File: src/rtl/opcode_assembler_if.sv
// Handshake bundle between the host word stream, the opcode assembler and
// the rasterizer front end.
//   word_in/word_valid/word_ready       : 32-bit host command words in
//   opcode/opcode_valid/opcode_ready    : 96-bit assembled opcodes out
// The slave modport is the assembler's view; master is the host/consumer side.
interface opcode_assembler_if;
    logic [31:0] word_in;
    logic        word_valid;
    logic        word_ready;
    logic [95:0] opcode;
    logic        opcode_valid;
    logic        opcode_ready;

    modport master (
        output word_in,
        output word_valid,
        output opcode_ready,
        input  word_ready,
        input  opcode,
        input  opcode_valid
    );

    modport slave (
        input  word_in,
        input  word_valid,
        input  opcode_ready,
        output word_ready,
        output opcode,
        output opcode_valid
    );
endinterface

File: src/rtl/opcode_assembler.sv
// Host-side opcode assembler for the 2D GPU command path. Packs three 32-bit
// host command words into one 96-bit opcode and buffers completed opcodes in
// a DEPTH-entry FIFO for the rasterizer front end.
//
// Ports:
//   clk        : system clock, rising edge
//   n_rst      : asynchronous active-low reset
//   flush      : synchronous clear of FIFO and any partial opcode
//   bus        : word_in/word_valid/word_ready in, opcode/opcode_valid/opcode_ready out
//   count      : number of opcodes held in the FIFO
//   assembling : a partial opcode (word0 or word0+word1) is held
//
// Phase FSM:
//   state | meaning
//   P0    | waiting for word0 (shape/color/opdata[75:64])
//   P1    | word0 held, waiting for word1
//   P2    | word0 and word1 held, waiting for word2; stalls while FIFO full
module opcode_assembler #(
    parameter int DEPTH = 4
) (
    input  logic                         clk,
    input  logic                         n_rst,
    input  logic                         flush,
    opcode_assembler_if.slave            bus,
    output logic [$clog2(DEPTH+1)-1:0]   count,
    output logic                         assembling
);

    localparam int AW = (DEPTH > 1) ? $clog2(DEPTH) : 1;
    localparam int CW = $clog2(DEPTH + 1);

    typedef enum logic [1:0] {
        P0 = 2'd0,
        P1 = 2'd1,
        P2 = 2'd2
    } phase_t;

    phase_t          phase_q;
    phase_t          phase_d;

    logic [31:0]     hold0_q;
    logic [31:0]     hold1_q;
    logic            load0;
    logic            load1;

    logic [95:0]     mem [DEPTH];
    logic [AW-1:0]   wr_ptr_q;
    logic [AW-1:0]   rd_ptr_q;
    logic [CW-1:0]   count_q;

    logic            word_ready;
    logic            fifo_full;
    logic            fifo_empty;
    logic            push;
    logic            pop;

    assign fifo_full  = (count_q == CW'(DEPTH));
    assign fifo_empty = (count_q == '0);

    // Phase FSM: state register
    always_ff @(posedge clk or negedge n_rst) begin
        if (!n_rst) begin
            phase_q <= P0;
        end else begin
            phase_q <= phase_d;
        end
    end

    // Phase FSM: next state and per-word strobes. word_ready looks only at
    // phase and count, so a pop in the same cycle never lets a full FIFO
    // take word2.
    always_comb begin
        phase_d    = phase_q;
        word_ready = 1'b1;
        load0      = 1'b0;
        load1      = 1'b0;
        push       = 1'b0;

        case (phase_q)
            P0: begin
                if (bus.word_valid) begin
                    load0   = 1'b1;
                    phase_d = P1;
                end
            end
            P1: begin
                if (bus.word_valid) begin
                    load1   = 1'b1;
                    phase_d = P2;
                end
            end
            P2: begin
                word_ready = !fifo_full;
                if (bus.word_valid && !fifo_full) begin
                    push    = 1'b1;
                    phase_d = P0;
                end
            end
            default: begin
                phase_d = P0;
            end
        endcase

        // Flush wins over anything accepted this cycle.
        if (flush) begin
            phase_d = P0;
            load0   = 1'b0;
            load1   = 1'b0;
            push    = 1'b0;
        end
    end

    assign pop = !fifo_empty && bus.opcode_ready && !flush;

    // Partial-opcode hold registers. Flush leaves them alone; the next
    // word0/word1 overwrite them before they are ever used.
    always_ff @(posedge clk or negedge n_rst) begin
        if (!n_rst) begin
            hold0_q <= '0;
            hold1_q <= '0;
        end else begin
            if (load0) begin
                hold0_q <= bus.word_in;
            end
            if (load1) begin
                hold1_q <= bus.word_in;
            end
        end
    end

    // FIFO storage carries no reset; contents are only visible while count
    // says the entry is live.
    always_ff @(posedge clk) begin
        if (push) begin
            mem[wr_ptr_q] <= {hold0_q, hold1_q, bus.word_in};
        end
    end

    // Pointers wrap naturally because DEPTH is a power of two.
    always_ff @(posedge clk or negedge n_rst) begin
        if (!n_rst) begin
            wr_ptr_q <= '0;
            rd_ptr_q <= '0;
            count_q  <= '0;
        end else if (flush) begin
            wr_ptr_q <= '0;
            rd_ptr_q <= '0;
            count_q  <= '0;
        end else begin
            if (push) begin
                wr_ptr_q <= wr_ptr_q + AW'(1);
            end
            if (pop) begin
                rd_ptr_q <= rd_ptr_q + AW'(1);
            end
            case ({push, pop})
                2'b10:   count_q <= count_q + CW'(1);
                2'b01:   count_q <= count_q - CW'(1);
                default: count_q <= count_q;
            endcase
        end
    end

    assign bus.word_ready   = word_ready;
    assign bus.opcode_valid = !fifo_empty;
    assign bus.opcode       = fifo_empty ? 96'd0 : mem[rd_ptr_q];
    assign count            = count_q;
    assign assembling       = (phase_q != P0);

endmodule
File: src/flat_wrapper.sv
// flat-port wrapper written by rule: the top's interface ports become plain ports
module opcode_assembler_flat 
#(
    parameter int DEPTH = 4
)
  (clk, n_rst, flush, count, assembling, bus_word_in, bus_word_valid, bus_opcode_ready, bus_word_ready, bus_opcode, bus_opcode_valid);
  opcode_assembler_if bus_i ();
  input  logic clk;
  input  logic n_rst;
  input  logic flush;
  output logic [$clog2(DEPTH+1)-1:0] count;
  output logic assembling;
  input wire logic [$bits(bus_i.word_in)-1:0] bus_word_in;
  input wire logic [$bits(bus_i.word_valid)-1:0] bus_word_valid;
  input wire logic [$bits(bus_i.opcode_ready)-1:0] bus_opcode_ready;
  output wire logic [$bits(bus_i.word_ready)-1:0] bus_word_ready;
  output wire logic [$bits(bus_i.opcode)-1:0] bus_opcode;
  output wire logic [$bits(bus_i.opcode_valid)-1:0] bus_opcode_valid;
  assign bus_i.word_in = bus_word_in;
  assign bus_i.word_valid = bus_word_valid;
  assign bus_i.opcode_ready = bus_opcode_ready;
  assign bus_word_ready = bus_i.word_ready;
  assign bus_opcode = bus_i.opcode;
  assign bus_opcode_valid = bus_i.opcode_valid;
  opcode_assembler #(.DEPTH(DEPTH)) u_core (.clk(clk), .n_rst(n_rst), .flush(flush), .bus(bus_i), .count(count), .assembling(assembling));
endmodule
File: config.mk
export PLATFORM = sky130hd
export DESIGN_NAME = opcode_assembler_flat
export DESIGN_NICKNAME = d
export VERILOG_FILES = /design/src/rtl/opcode_assembler_if.sv /design/src/rtl/opcode_assembler.sv /design/src/flat_wrapper.sv
export SDC_FILE = /design/constraint.sdc
export NUM_CORES = 1
export LEC_CHECK = 0
export ABC_AREA = 1
export CAP_MARGIN = 0
export CORE_UTILIZATION = 60
export DETAILED_ROUTE_END_ITERATION = 6
export PLACE_DENSITY_LB_ADDON = 0.2
export SYNTH_ARGS = -nofsm -noshare
export SYNTH_HDL_FRONTEND = slang
export SYNTH_SLANG_ARGS = --single-unit
File: constraint.sdc
create_clock -name clk -period 12.43 [get_ports clk]
set_clock_uncertainty 0.05 [all_clocks]
set_input_delay 3.1075 -clock clk [delete_from_list [all_inputs] [get_ports clk]]
set_output_delay 3.1075 -clock clk [all_outputs]
set_load 0.02 [all_outputs]
Yosys cells after proc, flatten, opt, wreduce, memory -nomap -nowiden --
Memory sizes are Yosys's and may differ from the RTL's. Cells that the tools add are included.
Storage, ports and cells: register bits 73, RAM bits 384, input port bits 37, output and inout port bits 102, word-level logic and storage cells 55, memories 1
Memories:
- u_core.mem | words 4, bits a word 96, read ports 1, clocked after memory_dff 0, write ports 1, line opcode_assembler.sv:46 | logic [95:0] mem [DEPTH];
Operators by class: add/sub/neg operators 4, equal/unequal tests 8, multiplexer cells 23, reduce and logical (&&, ||, !) cells 13
Operators with widths (number):
- 96-bit 2-to-1 mux | 1
- 2-bit 2-to-1 mux | 8
- 1-bit 2-to-1 mux | 11
- 3-bit inequality test (second input constant) | 2
- 2-bit one-hot mux with 3 select lines | 1
- 3-bit one-hot mux with 2 select lines | 1
- 2-bit nonzero test | 3
- 2-bit by 1-bit adder with 2-bit output (second input constant) | 2
- 2-bit by 1-bit equality test with 1-bit output (second input constant) | 2
- 2-bit equality test (second input constant) | 2
- 3-bit by 1-bit adder with 3-bit output (second input constant) | 1
- 3-bit equality test (second input constant) | 1
- 1-bit logical AND | 3
- 1-bit zero test | 3
- 3-bit zero test | 1
- 3-bit 2-to-1 mux | 1
- 3-bit by 2-bit inequality test with 1-bit output (second input constant) | 1
- 3-bit AND reduction | 1
- 3-bit nonzero test | 1
- 3-bit by 1-bit subtractor with 3-bit output (second input constant) | 1
- 2-bit zero test | 1

Longest topological paths before layout --
depth after elaboration 9, depth in mapped cells 13, depth with buffers taken out 13

Worst setup path before layout --
Ideal clock, no wire load.
kind input port to flip-flop, start input bus_word_valid, end memory u_core.mem[0][0] (enable), library setup time 0.552 ns, arrival time 7.492 ns, required time 11.828 ns, path slack 4.336 ns, cell stages on the path 4, path buffers 0, cell sequence inv_1 a21oi_1 nand3_1 nor2_1
Between the ends: word-level cells in the longest chain between the ends 6
Ends and longest elaborated chain:
- from (decl) | line flat_wrapper.sv:14 | input wire logic [$bits(bus_i.word_valid)-1:0] bus_word_valid;
- 1-bit logical AND | line opcode_assembler.sv:94 | if (bus.word_valid && !fifo_full) begin
- 1-bit 2-to-1 mux | line opcode_assembler.sv:94
- 1-bit 2-to-1 mux | line opcode_assembler.sv:79 | case (phase_q)
- 1-bit 2-to-1 mux | line opcode_assembler.sv:105 | if (flush) begin
- 1-bit 2-to-1 mux | line opcode_assembler.sv:134 | if (push) begin
- 1-bit 2-to-1 mux (implied by the code) | line opcode_assembler.sv:135 | mem[wr_ptr_q] <= {hold0_q, hold1_q, bus.word_in};
- to (decl) | line opcode_assembler.sv:46
Every way passes these cells.

Final worst setup path --
start register u_core.rd_ptr_q[0], end output bus_opcode[17]
Between the ends: word-level cells in the longest chain between the ends 2
Ends and longest elaborated chain:
- from (decl) | line opcode_assembler.sv:48 | logic [AW-1:0] rd_ptr_q;
- from (signal assigned) | line opcode_assembler.sv:154 | rd_ptr_q <= rd_ptr_q + AW'(1);
- memory read 4 x 96 bit
- 96-bit 2-to-1 mux | line opcode_assembler.sv:166 | assign bus.opcode = fifo_empty ? 96'd0 : mem[rd_ptr_q];
- to (decl) | line flat_wrapper.sv:17 | output wire logic [$bits(bus_i.opcode)-1:0] bus_opcode;
Every way passes these cells.

==> summary.txt <==
Drt
  – Via-to-Cell Ratio: approximately 5.8
  – Number of detailed-route iterations in the first pass: 5
  – Antenna Violating Nets Remaining: 0
  – WL/cell: 20.3 µm
  – WL final: just over 40 mm
  – Via count: around 11000
  – DRC: 0
  – Initial DRC count: 1225

STA
  – Final hold violations: 0
  – Final setup vio count: 0
  – Fin worst setup slack: 5.19 ns
  – Slew Limit Fails: 0
  – Fmax: around 0.14 GHz
  – Tightest Pin Transition: roughly 1.3 ns
  – Setup tns final: 0 ns
  – Tcrit/Tclk final: 58.3%
  – Min cycle time layout: around 7.2 ns
  – RSZ-0062 raised after global routing: no
  – Rel. slew slack: between 10 and 15%

Cells and area
  – Multi-input logic area: around 3900 µm²
  – Layout cells sized above 1: slightly below 8%
  – Final #Nets: around 1600
  – Utilization after layout: between 70% and 80%
  – Fill count: slightly below 2000
  – P&R area growth vs syn: 16.5%
  – Fin cells: 1983
  – Seq. cell area: about 13000 µm²

Synthesis
  – Library cells used by synthesis: 24
  – Synthesized flop and latch total: roughly 460
  – Syn_area_per_cell: roughly 12 µm²
  – Most numerous cell in the Yosys netlist: nor2_1
  – Mapped cell area: roughly 18000 µm²
  – Post-Syn Instances: 1452
  – Synth Flop Type: edfxtp_1
  – Post-synth EDFFs: around 380
  – Yosys synthesis warning count: 0
  – Share of the synthesized area in the top cell type: approximately 64%
  – Largest cells by area after synthesis: edfxtp_1, dfrtp_1, nor2_1
  – Post-synth ARST share: 16.0%
  – Post-synthesis sequential area ratio: between 70% and 80%
  – Syn_nets: around 1500
  – Synth top cells by count: nor2_1, edfxtp_1, o21ai_0
  – Synth area leader: edfxtp_1

Worst setup path
  – Req. time, crit path: just over 9 ns
  – Worst EP arrival: 4.09 ns
  – R2r setup slk: ~9.2 ns
  – CP Max Fanout: around 130
  – Worst reg2reg endpoint: u_core.mem[1][26]
  – Crit path launch type: flop
  – Reg2reg start: u_core.count[0]
  – Worst setup EP type: output port
  – WS Path Type: reg -> out
  – R2R depth: 6

Clock tree
  – Longest Clk Path Bufs: 3
  – Sink Count: approximately 460
  – # hold bufs at CTS: 0
  – Worst-path clk slew: 0.06 ns
  – Resized Gates After CTS: 0
  – Clock network latency to the later pin of the worst-skew pair: 0.53 ns
  – CTS tree: done
  – CTS Root Cell: clkbuf_16
  – Num CTS Buffers: 44
  – Max H-tree Level: 2
  – Postcts setup bufs: 0

Global route
  – Global-route wire length before repair: 62.0 mm
  – Grt met3 use: between 4 and 5%
  – Aggregate global routing overflow: 0
  – Largest net degree at the start of global routing: 134
  – Met2 Usage GRT: about two fifths
  – Vias in the first global route: 11100
  – Total track usage: 26.8%
  – Met1 GRT Util: between 30 and 40%
  – Top Usage Layer GRT: met2
  – Initial antenna violation count: 1

Floorplanning
  – Placeable Area: just under 30000 µm²
  – Die ar.: 30600 µm²
  – # IOs: approximately 140
  – Die Width: 175 µm
  – Starting Density: 61.7%
  – Die H: 175 µm
  – Row count: between 60 and 70

Min path
  – Hold Path End: u_core.mem[2][79]
  – Origin of the worst min-delay path: u_core.hold0_q[15]
  – Hold/Removal Path Class: reg -> reg
  – Hold Path Stages: 0

Placed design
  – Port Buffers: ~140
  – Final HPWL from detailed placement: ~21 mm
  – Post-Place Setup Slack: just under 6 ns
  – GPL Wtd Cong: ~0.76
  – Post-Place Cells: about 1900

Job
  – Maxcap violations: 0

Pwr
  – Leakage: 7.49 nW
  – Peak VDD IR: roughly 0.11 mV
  – Overall power: around 0.0038 W
  – Pwr dens: approximately 180 nW/µm²

Run status
  – Outcome: complete, no violations
## power breakdown
group          internal (W)  leakage [nW]  switching, W  total (W)
combinational      0.000212          2.38      0.000360   0.000572
clock              0.000800         0.718      0.000539    0.00134
sequential          0.00177          4.39     0.0000857    0.00186
total               0.00278          7.49      0.000985    0.00377
## metal layers
| layer | wire [µm] | part of all wire (%) | up-vias |
|---|---|---|---|
| met2 | 19000 | 47 | 497 |
| met4 | 649 | 1.6 | 0 |
| li1 | - | - | 5265 |
| met5 | 0 | 0 | - |
| met3 | 3360 | 8.3 | 57 |
| met1 | 17300 | 43 | 5614 |
## cell families after synthesis
| group | count (synthesis) | share of synthesized area, % |
|---|---|---|
| AO/OA/AOI/OAI | 360 | 10.4 |
| XOR/XNOR | 1 | 0.0488 |
| adder cells (fa/ha/maj) | 5 | 0.390 |
| buffers and inverters | 139 | 4.06 |
| flip-flops | 457 | 74.4 |
| AND/OR/NAND/NOR | 490 | 10.6 |
## worst max path at each step
stage                  startpoint  slack [ns]          endpoint  cells past startpoint
2_1_floorplan      bus_word_valid        4.34  u_core.mem[0][0]                      4
3_3_place_gp   u_core.rd_ptr_q[0]        5.91    bus_opcode[86]                      5
3_5_place_dp   u_core.rd_ptr_q[0]        5.80    bus_opcode[85]                      5
4_1_cts        u_core.rd_ptr_q[0]        5.21    bus_opcode[94]                      5
5_1_grt        u_core.rd_ptr_q[0]        4.95    bus_opcode[86]                      5
6_report       u_core.rd_ptr_q[0]        5.19    bus_opcode[17]                      5
## through the flow
step / cell area [µm²] / hold WS, ns
final: 20900 / 0.462
after global routing: 20900 / 0.475
after CTS: 20900 / 0.463
after detailed placement: 19400 / 0.447
after global placement: 19400 / 0.438
after floorplan: 17900 / 0.426
## worst max-delay path: stages, from the launching register on
cell and delay, ns:
dfrtp_4 0.66, inv_4 0.49, buf_4 0.90, o21ai_0 0.29, a21oi_1 0.29, clkdlybuf4s50_1 0.67
## state kept, by name, summed over array words and instances (netlist names)
register,cells
u_core.mem,384
u_core.hold0_q,32
u_core.hold1_q,32
u_core.count,3
u_core.phase_q,2
u_core.rd_ptr_q,2
u_core.wr_ptr_q,2
## cells in the final DEF (no fill, tap or decap), drive strengths merged, types with 11 or more instances in the layout
cell	count
o21ai	260
a21oi	100
clkdlybuf4s50	137
edfxtp	384
clkinv	13
clkbuf	63
inv	49
dfrtp	73
nor2	394
nand2	85
buf	17
nand3	11
## area by class of cell
class                           instances  share of cell area, %
Sequential cell                       457                   63.9
Inverter                               51                  0.939
Antenna cell                            1                 0.0120
Tap cell                              384                   2.30
Clock inverter                         17                  0.880
Timing Repair Buffer                  154                   7.17
Multi-Input combinational cell        856                   18.6
Clock buffer                           63                   6.14
Power figures use the tool's default switching activity.
